[src/rtl/fetch_pkg.sv]
// Shared types and constants for the instruction fetch slice.
// Entry layout carried from the ROM to decode.
package fetch_pkg;

  typedef struct packed {
    logic [31:0] pc;
    logic [31:0] instr;
  } fetch_entry_t;

  localparam logic [31:0] NOP         = 32'h0000_0013;
  localparam logic [31:0] INSTR_BYTES = 32'd4;

endpackage

[src/rtl/fetch_fifo.sv]
// Prefetch queue of {pc, instr} entries between the ROM and decode.
// Flush empties the queue in one cycle; push and pop may coincide when full.
module fetch_fifo
  import fetch_pkg::*;
#(
  parameter int DEPTH = 2,
  localparam int PW   = $clog2(DEPTH),
  localparam int CW   = $clog2(DEPTH + 1)
) (
  input  logic         clk,
  input  logic         rst_n,
  input  logic         flush,
  input  logic         push,
  input  logic         pop,
  input  fetch_entry_t din,
  output fetch_entry_t head,
  output logic [CW-1:0] count,
  output logic         full
);

  fetch_entry_t  r_mem [DEPTH];
  fetch_entry_t  r_last;
  logic [PW-1:0] r_wr;
  logic [PW-1:0] r_rd;
  logic [CW-1:0] r_cnt;

  always_ff @(posedge clk or negedge rst_n) begin
    if (!rst_n) begin
      for (int i = 0; i < DEPTH; i++) begin
        r_mem[i] <= '0;
      end
      r_last <= '0;
      r_wr   <= '0;
      r_rd   <= '0;
      r_cnt  <= '0;
    end else if (flush) begin
      r_wr  <= '0;
      r_rd  <= '0;
      r_cnt <= '0;
    end else begin
      if (push) begin
        r_mem[r_wr] <= din;
        r_wr        <= r_wr + PW'(1);
      end
      if (pop) begin
        r_last <= r_mem[r_rd];
        r_rd   <= r_rd + PW'(1);
      end
      if (push && !pop) begin
        r_cnt <= r_cnt + CW'(1);
      end else if (pop && !push) begin
        r_cnt <= r_cnt - CW'(1);
      end
    end
  end

  // Empty queue keeps presenting the last consumed entry.
  assign head  = (r_cnt != '0) ? r_mem[r_rd] : r_last;
  assign count = r_cnt;
  assign full  = (r_cnt == CW'(DEPTH));

endmodule

[src/rtl/instr_fetch_unit.sv]
// Fetch stage: drives the ROM address from the PC register, queues
// returned words, and honours redirects from execute with a flush.
module instr_fetch_unit
  import fetch_pkg::*;
#(
  parameter logic [31:0] RESET_PC = 32'h0000_0000,
  parameter int          DEPTH    = 2
) (
  input  logic        clk,
  input  logic        reset,
  input  logic        fetch_en,
  output logic [31:0] instr_addr,
  input  logic [31:0] instr_data,
  input  logic        redirect_valid,
  input  logic [31:0] redirect_addr,
  output logic        out_valid,
  input  logic        out_ready,
  output logic [31:0] out_pc,
  output logic [31:0] out_instr,
  output logic        misalign
);

  localparam int CW = $clog2(DEPTH + 1);

  logic [31:0]   r_fetch_pc;
  logic          r_misalign;
  logic          w_push;
  logic          w_pop;
  logic          w_full;
  logic [CW-1:0] w_count;
  fetch_entry_t  w_din;
  fetch_entry_t  w_head;

  assign out_valid = (w_count != '0);
  assign w_pop     = out_valid & out_ready;
  assign w_push    = fetch_en & ~redirect_valid & (~w_full | w_pop);
  assign w_din     = '{pc: r_fetch_pc, instr: instr_data};

  fetch_fifo #(
    .DEPTH (DEPTH)
  ) u_fifo (
    .clk   (clk),
    .rst_n (reset),
    .flush (redirect_valid),
    .push  (w_push),
    .pop   (w_pop),
    .din   (w_din),
    .head  (w_head),
    .count (w_count),
    .full  (w_full)
  );

  always_ff @(posedge clk or negedge reset) begin
    if (!reset) begin
      r_fetch_pc <= RESET_PC;
      r_misalign <= 1'b0;
    end else begin
      r_misalign <= redirect_valid & (|redirect_addr[1:0]);
      if (redirect_valid) begin
        r_fetch_pc <= redirect_addr & ~32'h3;
      end else if (w_push) begin
        r_fetch_pc <= r_fetch_pc + INSTR_BYTES;
      end
    end
  end

  assign instr_addr = r_fetch_pc;
  assign out_pc     = w_head.pc;
  assign out_instr  = w_head.instr;
  assign misalign   = r_misalign;

endmodule
[config.mk]
export PLATFORM = sky130hd
export DESIGN_NAME = instr_fetch_unit
export DESIGN_NICKNAME = d
export VERILOG_FILES = /design/src/rtl/fetch_pkg.sv /design/src/rtl/fetch_fifo.sv /design/src/rtl/instr_fetch_unit.sv
export SDC_FILE = /design/constraint.sdc
export NUM_CORES = 1
export LEC_CHECK = 0
export CAP_MARGIN = 10
export CORE_MARGIN = 1
export CORE_UTILIZATION = 52
export CTS_CLUSTER_SIZE = 24
export DETAILED_ROUTE_END_ITERATION = 10
export PLACE_DENSITY = 0.78
export SYNTH_ARGS = -nofsm -noshare
export SYNTH_HDL_FRONTEND = slang
export SYNTH_SLANG_ARGS = --single-unit
export TNS_END_PERCENT = 1
[constraint.sdc]
create_clock -name clk -period 3.4 [get_ports clk]
set_clock_uncertainty 0.15 [all_clocks]
set_input_delay 0.85 -clock clk [delete_from_list [all_inputs] [get_ports clk]]
set_output_delay 0.85 -clock clk [all_outputs]
set_load 0.1 [all_outputs]
# Yosys cells after proc, flatten, opt, wreduce, memory -nomap -nowiden
# Cells that the tools add are included.
word_totals:
  register_bits: 229
  latchBits: 0
  mem_bits_rw: 0
  rom_bits: 0
  input_bits: 69
  out_inout_bits: 98
  wordCells: 57
  mem_count: 0
op_classes:
  add_sub_neg: 5
  n_mul: 0
  n_div: 0
  order_cmp: 3
  eq_ne: 1
  n_shift: 0
  n_mux: 16
  bitwise_logic: 9
  reduce_logical: 12
ops:
  columns: ["op", "n"]
  rows:
  - ["two-way mux 64 bit", 5]
  - ["bitwise mux 128 bit", 1]
  - ["demux 64 bit (select 1 bit)", 1]
  - ["two-way mux 32 bit", 2]
  - ["adder 32 x 3 -> 32 bit (second input constant)", 1]
  - ["two-way mux 2 bit", 3]
  - ["nonzero test 2 bit", 3]
  - ["bitwise AND 1 bit", 4]
  - ["greater-or-equal comparator 2 bit (second input constant)", 2]
  - ["two-way mux 1 bit", 4]
  - ["NOT 1 -> 2 bit", 2]
  - ["AND reduction 2 bit", 2]
  - ["logical AND 1 bit", 3]
  - ["nonzero test 3 bit", 1]
  - ["adder 1 bit (second input constant)", 2]
  - ["adder 2 x 1 -> 2 bit (second input constant)", 1]
  - ["== test 2 bit (second input constant)", 1]
  - ["logical NOT 1 bit", 2]
  - ["< comparator 2 x 1 -> 1 bit (second input constant)", 1]
  - ["NOT 1 bit", 2]
  - ["OR reduction 2 bit", 1]
  - ["subtractor 2 x 1 -> 2 bit (second input constant)", 1]
  - ["OR 1 bit", 1]

# Depth between registers and ports, before layout
logic_depth:
  word_depth: 9
  depth_mapped: 7
  depth_no_buf: 6

# Modules after synthesis
# Synthesis repeated with hierarchy kept, for this count alone.
unflattened:
  hier_cells: 934
  hier_area_um2: 10782.8
by_module_without_submodules:
  columns: ["mod", "instances", "cells_per_inst", "area_per_inst_um2", "seq_area_each_um2"]
  rows:
  - ["fetch_fifo", 1, 711, 8829.7, 4904.7]
  - ["instr_fetch_unit", 1, 223, 1953.1, 775.7]

# Worst setup path after synthesis
# No wires, ideal clock.
synth_timing:
  path_type: "reg2out"
  start: "reg u_fifo.r_cnt[0], in the netlist u_fifo.count[0]"
  end: "out out_pc[22]"
  arrival_time_ns: 2.955
  required_ns: 2.400
  path_slack_ns: -0.555
  stages_incl_launch_ff: 5
  path_buffers: 1
  path_cell_list: "dfrtp_1 nor2_1 inv_2 clkbuf_1 a21oi_1"
synth_between:
  elab_chain_cells: 2
synth_lines:
  columns: ["item", "line", "rtl"]
  rows:
  - ["start: declaration", "fetch_fifo.sv:25", "logic [CW-1:0] r_cnt;"]
  - ["start signal: assignment", "fetch_fifo.sv:50", "r_cnt <= r_cnt + CW'(1);"]
  - ["start signal: assignment", "fetch_fifo.sv:52", "r_cnt <= r_cnt - CW'(1);"]
  - ["nonzero test 2 bit", null, null]
  - ["named net out_valid", "instr_fetch_unit.sv:16", "output logic out_valid,"]
  - ["two-way mux 64 bit", "fetch_fifo.sv:58", "assign head = (r_cnt != '0) ? r_mem[r_rd] : r_last;"]
  - ["end: declaration", "instr_fetch_unit.sv:18", "output logic [31:0] out_pc,"]
# The timed path passes the listed nets, and every way through them passes these cells.

# Final worst setup path
layout_timing:
  start: "reg u_fifo.r_cnt[0], in the netlist u_fifo.count[0]"
  end: "out out_pc[21]"
layout_between:
  elab_chain_cells: 2
layout_lines:
  columns: ["item", "line"]
  rows:
  - ["nonzero test 2 bit", "fetch_fifo.sv:58"]
  - ["two-way mux 64 bit", "fetch_fifo.sv:58"]
# No other way between the ends.

==> flow_summary.yaml <==
yosys:
  synth_compound_area_frac: 0.08051
  yosys-mux-area-fraction: 0.1994
  seq_area_frac_synth: 0.5441
  netlist_area_sq_um: 10160
  yosysWarnings: 0
  synth-adder-area-share: 0.001231
  synth-xor-area-share: 0.02585
  synth-simple-area-share: 0.1094
  synth_seq_cells: 221
  avgSynthCellArea_sq_um: 11.31
  yosysUniqueCellTypes: 43
  synth_top_family_by_area: "multiplexers"
  synthCells: 899
power:
  powerDensity_nw_per_um2: 837.4
  peakVddDrop_mv: 0.5770
  power_leakage_nw: 5.495
  finalPower_mw: 10.87
critical_path:
  crit_path_cell_trace: "nor2_2 > bufinv_16 > buf_12 > nor2_1 > a21oi_1 > buf_4"
  critical_path_required_ps: 2400
  cp_max_fo: 65
  r2r_start: "u_fifo.count[0]"
  slowest_delay_ps: 470
  path_delay_family: "buffers and inverters"
  path_buf_inv: 3
  r2r-end: "u_fifo.r_last[7]"
  critPathLaunchType: "flip-flop"
  ff2ff_path_depth: 8
  worst_setup_path_end_kind: "output port"
  crit_slowest_cell: "dfrtp_1"
  crit_type: "flip-flop to output port"
  crit_arrival_ps: 2260
  r2r_slack_ps: 1100
sta:
  fin_ws_ps: 141.0
  tns_ps: 0
  finalHoldViolCount: 0
  period_share: 0.9585
  slew_viol_final: 0
  finalCriticalPeriod_ps: 3259
  setup_viol: 0
  relSlewSlack: 0.5954
  timing.hold.ws_ps: 165.3
  fmax_mhz: 306.8
  rsz0062_at_grt: "false"
  worstMarginPinSlew_ps: 606.8
layout:
  diodes: 0
  final_layout_size_suffix_gt1_frac: 0.2595
  multiInputGateArea_sq_um: 4273
  nets: 1112
  area_growth_pct: 27.77
  fill_cells: 1394
  regArea_sq_um: 5534
  final-instance-count-excl-fill: 1316
place:
  place_inst: 1277
  dp_hpwl_um: 14460
  io_buffers: 162
  globalplace.congestion: 0.8431
  pre_cts_ws_ps: 310.3
clock_tree:
  clockBufferDepth: 3
  ctsHtreeMaxLevel: 1
  cts-root-buf: "clkbuf_16"
  cts_buffers: 23
  cts_tree: "done"
  insertion_delay_ps: 490
  cts.sinks: 221
  clk_pin_slew_worst_paths_ps: 60
grt:
  grt_pass1_vias: 7040
  grt_pass1_wl_um: 36460
  grt_overflow: 0
  track_usage: 0.2282
  grt_max_degree: 95
  grt_antenna_before_repair: 0
run:
  maxCapViolCount: 0
drt:
  vias: 7140
  drt_first_pass_iters: 4
  drtAntennaViolNets: 0
  drc: 0
  routedWlPerCell_um: 16.82
  wl_um: 22140
  drt-initial-drc-count: 348
  via_per_inst: 5.426
floorplanning:
  ios: 167
  dieWidth_um: 141.8
  dieArea_sq_um: 20110
  fp-row-count: 50
  fp.dieH_um: 141.8
  coreArea_sq_um: 18960
  start_util: 0.5362
outcome:
  run_status: "finished, final reports clean"
min_path:
  min-delay-path-class: "input pin to async pin"
## layout make-up
type,count,area share
inverter,4,0.003179
tap,260,0.02505
clock buffer,35,0.05087
timing repair buffer,178,0.1623
multi-input combinational,614,0.3290
clock inverter,4,0.003469
sequential,221,0.4261
## where the power goes
part	leakage [nW]	switching (mW)	internal, mW
Sequential	2.63	0.437	3.35
Clock	0.348	0.962	1.41
Combinational	2.52	3.15	1.57
Total	5.49	4.55	6.32
## logic make-up (layout without fill, tap and decap cells)
| family | count (synthesis) | count (layout) |
|---|---|---|
| simple gates | 231 | 231 |
| flops | 221 | 221 |
| mux | 187 | 187 |
| compound gates | 161 | 161 |
| buf+inv | 67 | 221 |
| xor+xnor | 30 | 30 |
| fa+ha+maj | 1 | 1 |
| other cells | 1 | 4 |
## layer usage
| layer | vias up | part of all wire | track usage | wire length (um) |
|---|---|---|---|---|
| met2 | 187 | 0.46 | 0.3555 | 10160 |
| met1 | 3532 | 0.47 | 0.3343 | 10370 |
| met5 | - | 0 | 0 | 0 |
| met3 | 33 | 0.053 | 0.03915 | 1178 |
| li1 | 3388 | - | - | - |
| met4 | 0 | 0.020 | 0.05433 | 434 |
## cell usage after synthesis, drive strengths merged
master | count | area [sq um]
buf | 44 | 309.0
nor4 | 4 | 58.81
clkbuf | 19 | 72.56
o21ai | 30 | 150.1
mux2 | 124 | 1396
xor2 | 17 | 148.9
ha | 1 | 12.51
nand4 | 7 | 73.82
a211oi | 1 | 7.510
nor3b | 1 | 12.51
and4 | 6 | 52.55
nand4b | 1 | 8.760
nor2 | 136 | 513.0
mux2i | 63 | 630.6
conb | 1 | 3.750
a221o | 1 | 10.01
nor4b | 1 | 15.01
a22oi | 1 | 7.510
nor2b | 1 | 6.260
nand4bb | 1 | 27.53
or3b | 1 | 8.760
nand2 | 48 | 195.2
a21oi | 127 | 635.6
xnor2 | 13 | 113.9
nor3 | 9 | 56.31
dfrtp | 221 | 5530
inv | 4 | 15.01
o21a | 1 | 7.510
nand3 | 9 | 45.04
and3 | 6 | 38.79
## registers in the layout, indices dropped and copies added (netlist names)
register / flops
u_fifo.r_mem: 124
u_fifo.r_last: 62
instr_addr: 30
u_fifo.count: 2
misalign: 1
u_fifo.r_rd: 1
u_fifo.r_wr: 1
## cell usage in the layout (no fill, tap or decap), drive strengths merged
cell,instances
and3,6
clkbuf,35
nand4bb,1
nor4b,1
nor2b,1
inv,3
conb,4
ha,1
bufinv,2
mux2i,63
o21a,1
dfrtp,221
nor2,136
a221o,1
a211oi,1
xor2,17
nor3,9
a22oi,1
and4,6
o21ai,30
nor4,4
or3b,1
xnor2,13
mux2,124
nand4b,1
a21oi,127
nand2,48
nand4,7
clkinv,3
buf,112
nor3b,1
clkdlybuf4s50,66
nand3,9
## worst max path at each step
stage | startpoint | to | slack, ps | cells after the start
2_1_floorplan | u_fifo.count[0] | out_pc[26] | -340 | 4
3_3_place_gp | out_ready | u_fifo.r_mem[6] | 360 | 7
3_5_place_dp | out_ready | u_fifo.r_mem[31] | 310 | 7
4_1_cts | u_fifo.count[0] | out_pc[21] | 50 | 6
5_1_grt | u_fifo.count[0] | out_pc[21] | 50 | 6
6_report | u_fifo.count[0] | out_pc[21] | 140 | 6
## what timing repair did
| action | in CTS | in global routing |
|---|---|---|
| gates resized for setup | 2 | 4 |
| hold buffers | 0 | 0 |
| pin swaps | 0 | 0 |
| setup endpoints to repair | 13 | 7 |
| buffers inserted | 0 | 0 |
## per-stage QoR
step	util	area, sq um
CTS	0.6840	12960
finish	0.6851	12990
detailed placement	0.6465	12250
global placement	0.6465	12250
global route	0.6851	12990
floorplan	-	10190
No activity file was read; power rests on OpenSTA's default activity.
